`config.mk`:
```
export PLATFORM = sky130hd
export DESIGN_NAME = pyc_mem_rd_stream
export DESIGN_NICKNAME = d
export VERILOG_FILES = /design/src/rtl/pyc_mem_pkg.sv /design/src/rtl/pyc_mem_rsp_fifo.sv /design/src/rtl/pyc_mem_rd_stream.sv
export SDC_FILE = /design/constraint.sdc
export NUM_CORES = 1
export LEC_CHECK = 0
export BUFFER_PORTS_ARGS = -buffer_cell sky130_fd_sc_hd__buf_2
export CORE_MARGIN = 8
export CORE_UTILIZATION = 50
export DETAILED_ROUTE_END_ITERATION = 8
export PLACE_DENSITY = 0.86
export SYNTH_ARGS = -nofsm -noshare
export SYNTH_HDL_FRONTEND = slang
export SYNTH_SLANG_ARGS = --single-unit
```
`constraint.sdc`:
```
create_clock -name clk -period 8.1 [get_ports clk]
set_input_delay 1.62 -clock clk [delete_from_list [all_inputs] [get_ports clk]]
set_output_delay 1.62 -clock clk [all_outputs]
set_load 0.1 [all_outputs]
```
`src/rtl/pyc_mem_pkg.sv`:
```
// Shared types and sizing helpers for the registered-read memory stream front-end.
package pyc_mem_pkg;

  localparam int PYC_DATA_WIDTH = 64;
  localparam int PYC_ID_WIDTH   = 4;

  // Pointer width for a FIFO of 'depth' entries; never narrower than one bit.
  function automatic int ptr_width(input int depth);
    return (depth <= 2) ? 1 : $clog2(depth);
  endfunction

  // Occupancy counter width: must represent 0..depth inclusive.
  function automatic int cnt_width(input int depth);
    return $clog2(depth + 1);
  endfunction

  // Response entry for the default widths; the top packs {data, id} in this same order.
  typedef struct packed {
    logic [PYC_DATA_WIDTH-1:0] data;
    logic [PYC_ID_WIDTH-1:0]   id;
  } rsp_t;

endpackage

```
`src/rtl/pyc_mem_rsp_fifo.sv`:
```
// In-order response FIFO with push/pop/count/head; any DEPTH >= 2, pointers wrap at DEPTH-1.
module pyc_mem_rsp_fifo
  import pyc_mem_pkg::*;
#(
  parameter int WIDTH = 68,
  parameter int DEPTH = 2,
  localparam int PW   = ptr_width(DEPTH),
  localparam int CW   = cnt_width(DEPTH)
) (
  input  logic             clk,
  input  logic             rst_n,
  input  logic             push_i,
  input  logic             pop_i,
  input  logic [WIDTH-1:0] din_i,
  output logic [WIDTH-1:0] head_o,
  output logic [CW-1:0]    count_o,
  output logic             empty_o
);

  logic [WIDTH-1:0] mem_q [DEPTH];
  logic [PW-1:0]    wr_ptr_q, wr_ptr_d;
  logic [PW-1:0]    rd_ptr_q, rd_ptr_d;
  logic [CW-1:0]    count_q, count_d;

  function automatic logic [PW-1:0] next_ptr(input logic [PW-1:0] p);
    return (p == PW'(DEPTH - 1)) ? '0 : p + PW'(1);
  endfunction

  always_comb begin
    wr_ptr_d = wr_ptr_q;
    rd_ptr_d = rd_ptr_q;
    count_d  = count_q;
    if (push_i) wr_ptr_d = next_ptr(wr_ptr_q);
    if (pop_i)  rd_ptr_d = next_ptr(rd_ptr_q);
    case ({push_i, pop_i})
      2'b10:   count_d = count_q + CW'(1);
      2'b01:   count_d = count_q - CW'(1);
      default: count_d = count_q;
    endcase
  end

  always_ff @(posedge clk or negedge rst_n) begin
    if (!rst_n) begin
      wr_ptr_q <= '0;
      rd_ptr_q <= '0;
      count_q  <= '0;
    end else begin
      wr_ptr_q <= wr_ptr_d;
      rd_ptr_q <= rd_ptr_d;
      count_q  <= count_d;
    end
  end

  // Storage carries no reset: entries are only observable once counted in.
  always_ff @(posedge clk) begin
    if (push_i) mem_q[wr_ptr_q] <= din_i;
  end

  assign head_o  = mem_q[rd_ptr_q];
  assign count_o = count_q;
  assign empty_o = (count_q == '0);

endmodule

```
`src/rtl/pyc_mem_rd_stream.sv`:
```
// Ready/valid read front-end for a registered-read 1R1W memory with credit-based response buffering.
// Optional macro PYC_MEM_RD_BYPASS_EN: present read data straight from the memory when the FIFO is empty.
module pyc_mem_rd_stream
  import pyc_mem_pkg::*;
#(
  parameter int ADDR_WIDTH = 64,
  parameter int DATA_WIDTH = 64,
  parameter int ID_WIDTH   = 4,
  parameter int RSP_DEPTH  = 2
) (
  input  logic                  clk,
  input  logic                  rst_n,
  input  logic                  req_valid,
  output logic                  req_ready,
  input  logic [ADDR_WIDTH-1:0] req_addr,
  input  logic [ID_WIDTH-1:0]   req_id,
  output logic                  mem_ren,
  output logic [ADDR_WIDTH-1:0] mem_raddr,
  input  logic [DATA_WIDTH-1:0] mem_rdata,
  output logic                  rsp_valid,
  input  logic                  rsp_ready,
  output logic [DATA_WIDTH-1:0] rsp_data,
  output logic [ID_WIDTH-1:0]   rsp_id,
  output logic                  busy
);

  localparam int CW = cnt_width(RSP_DEPTH);
  localparam int OW = CW + 1;
  localparam int EW = DATA_WIDTH + ID_WIDTH;

  logic                infl_q, infl_d;
  logic [ID_WIDTH-1:0] infl_id_q, infl_id_d;
  logic                accept;
  logic                rsp_fire;
  logic                fifo_push, fifo_pop, fifo_empty;
  logic [EW-1:0]       fifo_head;
  logic [CW-1:0]       fifo_count;
  logic [OW-1:0]       occ;

  // Credits cover both buffered entries and the read still coming back from memory,
  // so the unconditional capture push can never overflow the FIFO.
  assign occ       = {1'b0, fifo_count} + OW'(infl_q);
  assign rsp_fire  = rsp_valid && rsp_ready;
  assign req_ready = rst_n && ((occ < OW'(RSP_DEPTH)) || rsp_fire);

  assign accept    = req_valid && req_ready;
  assign mem_ren   = accept;
  assign mem_raddr = req_addr;

`ifdef PYC_MEM_RD_BYPASS_EN
  logic bypass;

  assign bypass              = fifo_empty && infl_q;
  assign rsp_valid           = !fifo_empty || infl_q;
  assign {rsp_data, rsp_id}  = bypass ? {mem_rdata, infl_id_q} : fifo_head;
  assign fifo_push           = infl_q && !(bypass && rsp_ready);
  assign fifo_pop            = rsp_fire && !fifo_empty;
`else
  assign rsp_valid           = !fifo_empty;
  assign {rsp_data, rsp_id}  = fifo_head;
  assign fifo_push           = infl_q;
  assign fifo_pop            = rsp_fire;
`endif

  assign busy = infl_q || !fifo_empty;

  always_comb begin
    infl_d    = accept;
    infl_id_d = infl_id_q;
    if (accept) infl_id_d = req_id;
  end

  always_ff @(posedge clk or negedge rst_n) begin
    if (!rst_n) begin
      infl_q    <= 1'b0;
      infl_id_q <= '0;
    end else begin
      infl_q    <= infl_d;
      infl_id_q <= infl_id_d;
    end
  end

  pyc_mem_rsp_fifo #(
    .WIDTH (EW),
    .DEPTH (RSP_DEPTH)
  ) u_rsp_fifo (
    .clk     (clk),
    .rst_n   (rst_n),
    .push_i  (fifo_push),
    .pop_i   (fifo_pop),
    .din_i   ({mem_rdata, infl_id_q}),
    .head_o  (fifo_head),
    .count_o (fifo_count),
    .empty_o (fifo_empty)
  );

endmodule

```
# Word-level counts from Yosys, hierarchy flattened
# Memory sizes are Yosys's and may differ from the RTL's.
# Index checks and enable logic that the tools add are counted.
dict set report classes {
  add_sub_neg 5
  multipliers 0
  div_mod_pow 0
  magnitude_cmp 1
  eq_ne 2
  shifts 0
  n_mux 5
  n_bitwise 0
  reduce_logical 8
}
# operator count
set op_table {}
lappend op_table {{2-to-1 mux 1 bit} 4}
lappend op_table {{one-hot mux 2 bit (2 select lines)} 1}
lappend op_table {{adder 2 x 1 -> 3 bit} 1}
lappend op_table {{logical AND 1 bit} 3}
lappend op_table {{< comparator 3 x 2 -> 1 bit (second input constant)} 1}
lappend op_table {{adder 1 bit (second input constant)} 2}
lappend op_table {{adder 2 x 1 -> 2 bit (second input constant)} 1}
lappend op_table {{equality test 2 x 1 -> 1 bit (second input constant)} 1}
lappend op_table {{equality test 2 bit (second input constant)} 1}
lappend op_table {{logical NOT 2 bit} 1}
lappend op_table {{logical OR 1 bit} 2}
lappend op_table {{nonzero test 2 bit} 1}
lappend op_table {{subtractor 2 x 1 -> 2 bit (second input constant)} 1}
lappend op_table {{logical NOT 1 bit} 1}
dict set report word_totals {
  register_bits 9
  latch_bits 0
  mem_bits_rw 136
  romBits 0
  input_bits 136
  out_inout_bits 136
  mem_count 1
}
# name depth width read_ports rd_ports_with_merged_regs write_ports line_no
set memory_table {}
lappend memory_table {u_rsp_fifo.mem_q 2 68 1 0 1 pyc_mem_rsp_fifo.sv:20} ;# logic [WIDTH-1:0] mem_q [DEPTH];

# Longest topological paths before layout
dict set report logic_depth {
  word_depth 6
  ltp_mapped 6
  depth_no_buf 6
}

# Cells and area by module
# Synthesis repeated with hierarchy kept, for this count alone.
dict set report hier_totals {
  hier_cells 306
  area_unflattened_um2 5845.6
}
# mod n_inst cells_per_inst area_each_um2 seq_area_each_um2
set modules_own_cells {}
lappend modules_own_cells {pyc_mem_rsp_fifo 1 227 5127.4 4184.0}
lappend modules_own_cells {pyc_mem_rd_stream 1 79 718.2 125.1}

# Least setup slack after synthesis
# No wires, ideal clock.
dict set report synth_path {
  path_type {in2out}
  from {in rsp_ready}
  to {out req_ready}
  arrival_ps 2346
  t_required_ps 6480
  slack_ps 4134
  cell_stages 1
  n_path_buf 0
  path_cell_list {o21a_1}
}
dict set report synth_between {
  elab_chain_len 3
}
# item line_no
set synth_rtl {}
lappend synth_rtl {{start, declared} pyc_mem_rd_stream.sv:21} ;# input logic rsp_ready,
lappend synth_rtl {{logical AND 1 bit} pyc_mem_rd_stream.sv:43} ;# assign rsp_fire = rsp_valid && rsp_ready;
lappend synth_rtl {{logical OR 1 bit} pyc_mem_rd_stream.sv:44} ;# assign req_ready = rst_n && ((occ < OW'(RSP_DEPTH)) || rsp_fire);
lappend synth_rtl {{logical AND 1 bit} pyc_mem_rd_stream.sv:44}
lappend synth_rtl {{end, declared} pyc_mem_rd_stream.sv:14} ;# output logic req_ready,
# Every way passes these cells.

# Worst setup path after layout
dict set report layout_path {
  from {reg u_rsp_fifo.rd_ptr_q}
  to {out rsp_data[48]}
}
dict set report layout_between {
  elab_chain_len 1
}
# item line_no
set layout_rtl {}
lappend layout_rtl {{start, declared} pyc_mem_rsp_fifo.sv:22} ;# logic [PW-1:0] rd_ptr_q, rd_ptr_d;
lappend layout_rtl {{start signal, assigned} pyc_mem_rsp_fifo.sv:49} ;# rd_ptr_q <= rd_ptr_d;
lappend layout_rtl {{memory (2 x 68 bit)} n/a}
lappend layout_rtl {{end, declared} pyc_mem_rd_stream.sv:22} ;# output logic [DATA_WIDTH-1:0] rsp_data,
# Every way passes these cells.

==> flow_metrics.env <==
export IMPL_cts_root_buf="clkbuf_16"
export IMPL_slew_violations=0
export IMPL_hold_class="reg2reg"
export IMPL_rsz0062_at_grt="no"
export IMPL_pin_count=272
export IMPL_p_leak_nw=2.57
export IMPL_grt_use_total_pct=14.1
export IMPL_ys_top_cells_by_area="edfxtp_1 (71%), mux2_2 (14%), buf_4 (8.3%)"
export IMPL_start_util_pct=50.9
export IMPL_synth_flop_cell="edfxtp_1"
export IMPL_ys_seq_area_share_pct=74.4
export IMPL_status="finished, final reports clean"
export IMPL_grt_pass1_vias=3167
export IMPL_r2r_slack_ns=5.86
export IMPL_place_congestion=0.679
export IMPL_synth_net_count=443
export IMPL_end_kind="primary output"
export IMPL_layout_commonest_cell="buf_2"
export IMPL_ys_warnings_count=0
export IMPL_worst_slew_margin_rel_pct=38.0
export IMPL_worstSkewPairLatency_ns=0.40
export IMPL_wire_per_inst_um=19.4
export IMPL_via_count=2815
export IMPL_multi_input_area_um2=948
export IMPL_first_pass_iters=4
export IMPL_clk_pin_slew_ns=0.06
export IMPL_port_buffers=143
export IMPL_fin_setup_tns_ns=0
export IMPL_crit_start="u_rsp_fifo.rd_ptr_q"
export IMPL_via_per_inst=5.08
export IMPL_async_reset_ff_share_pct=6.21
export IMPL_synth_top_area_share_pct=70.6
export IMPL_rows=39
export IMPL_grt_pass1_wl_um=16100
export IMPL_post_route_period_util_pct=51.5
export IMPL_reg2reg_from="fifo_push"
export IMPL_dpl_hpwl_um=7340
export IMPL_maxCapViolCount=0
export IMPL_overflow=0
export IMPL_diodes=0
export IMPL_cts_sink_count=145
export IMPL_drc=0
export IMPL_placed_area_mm2=0.00618
export IMPL_final_setup_viol_count=0
export IMPL_totalWireLength_um=10700
export IMPL_cts_buffers=17
export IMPL_post_place_ws_ns=3.93
export IMPL_cp_start_kind="flop"
export IMPL_coreArea_mm2=0.0114
export IMPL_clk_path_buf_depth=2
export IMPL_cts_tree="built"
export IMPL_fillCellCount=852
export IMPL_fin_area_mm2=0.00682
export IMPL_postCtsSetupRepairBufs=0
export IMPL_chipWidth_um=124
export IMPL_grt_max_degree=69
export IMPL_final_cell_mix="buf_2 (143), edfxtp_1 (136), mux2_2 (71), clkbuf_16 (17), dfrtp_1 (8)"
export IMPL_first_iter_violations=172
export IMPL_syn_area_per_cell_um2=18.9
export IMPL_cts_hold_fix_buffers=0
export IMPL_ff2ff_path_depth=3
export IMPL_clock_skew_ns=0.00473
export IMPL_hold_worst_slack_ns=0.481
export IMPL_area_growth_pct=17.8
export IMPL_rr_endpoint="u_rsp_fifo.mem_q[0][67]"
export IMPL_synth_top_cell_by_area="edfxtp_1"
export IMPL_antenna_found_initial=1
export IMPL_crit_end="rsp_data[48]"
export IMPL_ff_latch_area_mm2=0.00431
export IMPL_ant_nets=0
export IMPL_ir_drop_mv=0.329
export IMPL_synth_area_mm2=0.00579
export IMPL_fin_ws_ns=3.93
export IMPL_cp_max_fo=37
export IMPL_final_layout_size_suffix_gt1_share_pct=61.6
export IMPL_cts_resized_gates=0
export IMPL_ys_types=18
export IMPL_worst_slew_pin_slew_ns=0.930
export IMPL_die_h_um=124
export IMPL_dieArea_mm2=0.0153
export IMPL_nets=535
export IMPL_htreeDepth=4
export IMPL_crit_arrival_ns=2.55
export IMPL_critPathKind="reg2out"
export IMPL_finalCriticalPeriod_ns=4.17
export IMPL_synth_seq_cells=145
export IMPL_timing_fmax_ghz=0.240
export IMPL_finalHoldViolations=0
export IMPL_cp_required_ns=6.48
export IMPL_p_per_area_mw_per_mm2=467
export IMPL_synth_cells=306
export IMPL_synth_edf_count=136
## cell type report
| cell class | instances | area share [%] |
|---|---|---|
| sequential | 145 | 63.2 |
| multi-input combinational | 87 | 13.9 |
| timing repair buffer | 145 | 10.7 |
| clock buffer | 17 | 6.24 |
| clock inverter | 15 | 3.17 |
| tap | 143 | 2.62 |
| inverter | 2 | 0.110 |
## report_power, final
group          internal (mW)  switching, mW  leakage (nW)
Sequential             0.927         0.0648          1.35
Clock                  0.544          0.292         0.304
Combinational          0.256           1.10         0.916
## cells in the mapped netlist, types with 2 or more instances
| cell type | n |
|---|---|
| xor2_1 | 3 |
| xnor2_1 | 2 |
| edfxtp_1 | 136 |
| buf_6 | 2 |
| and2_1 | 2 |
| nor2_1 | 2 |
| dfrtp_1 | 9 |
| buf_4 | 64 |
| buf_2 | 6 |
| inv_1 | 2 |
| mux2_2 | 71 |
## through the flow
step	instances	total power, mW	util, %
finish	554	3.18	60.0
global route	554	3.28	60.0
CTS	554	3.22	60.0
detailed placement	522	2.38	54.3
global placement	522	2.36	54.3
floorplan	306	2.34	-
## worst min path at each step
stage            startpoint                endpoint  slack (ns)  depth (start not counted)
4_1_cts        infl_id_q[2]  u_rsp_fifo.mem_q[0][2]        0.48                          0
6_report       infl_id_q[2]  u_rsp_fifo.mem_q[0][2]        0.48                          0
2_1_floorplan  infl_id_q[1]  u_rsp_fifo.mem_q[0][1]        0.44                          0
3_5_place_dp   infl_id_q[2]  u_rsp_fifo.mem_q[1][2]        0.47                          0
3_3_place_gp   infl_id_q[2]  u_rsp_fifo.mem_q[1][2]        0.45                          0
5_1_grt        infl_id_q[2]  u_rsp_fifo.mem_q[0][2]        0.50                          0
## worst max-delay path, stage by stage (launching register included)
cell and delay [ns]:
dfrtp_2 0.86, buf_4 0.54, mux2_2 0.42, buf_2 0.30
## cell families after synthesis
logic type	Yosys count	synth area share, %
xor+xnor	5	0.757
simple gates	6	0.584
flops	145	74.4
mux	72	14.0
fa+ha+maj	1	0.216
compound gates	3	0.649
buf+inv	74	9.34
## state kept, by name (all words and copies together) (netlist names)
register and count:
u_rsp_fifo.mem_q 136, infl_id_q 4, u_rsp_fifo.count_o 2, fifo_push 1, u_rsp_fifo.rd_ptr_q 1, u_rsp_fifo.wr_ptr_q 1
## routing by layer
layer	GRT usage, %	share of wire [%]	up-vias
met1	13.7	34	1369
met3	7.03	10	44
met2	24.1	53	128
met4	7.67	2.5	2
met5	0	0.12	-
li1	-	-	1272
Power figures use the tool's default switching activity.
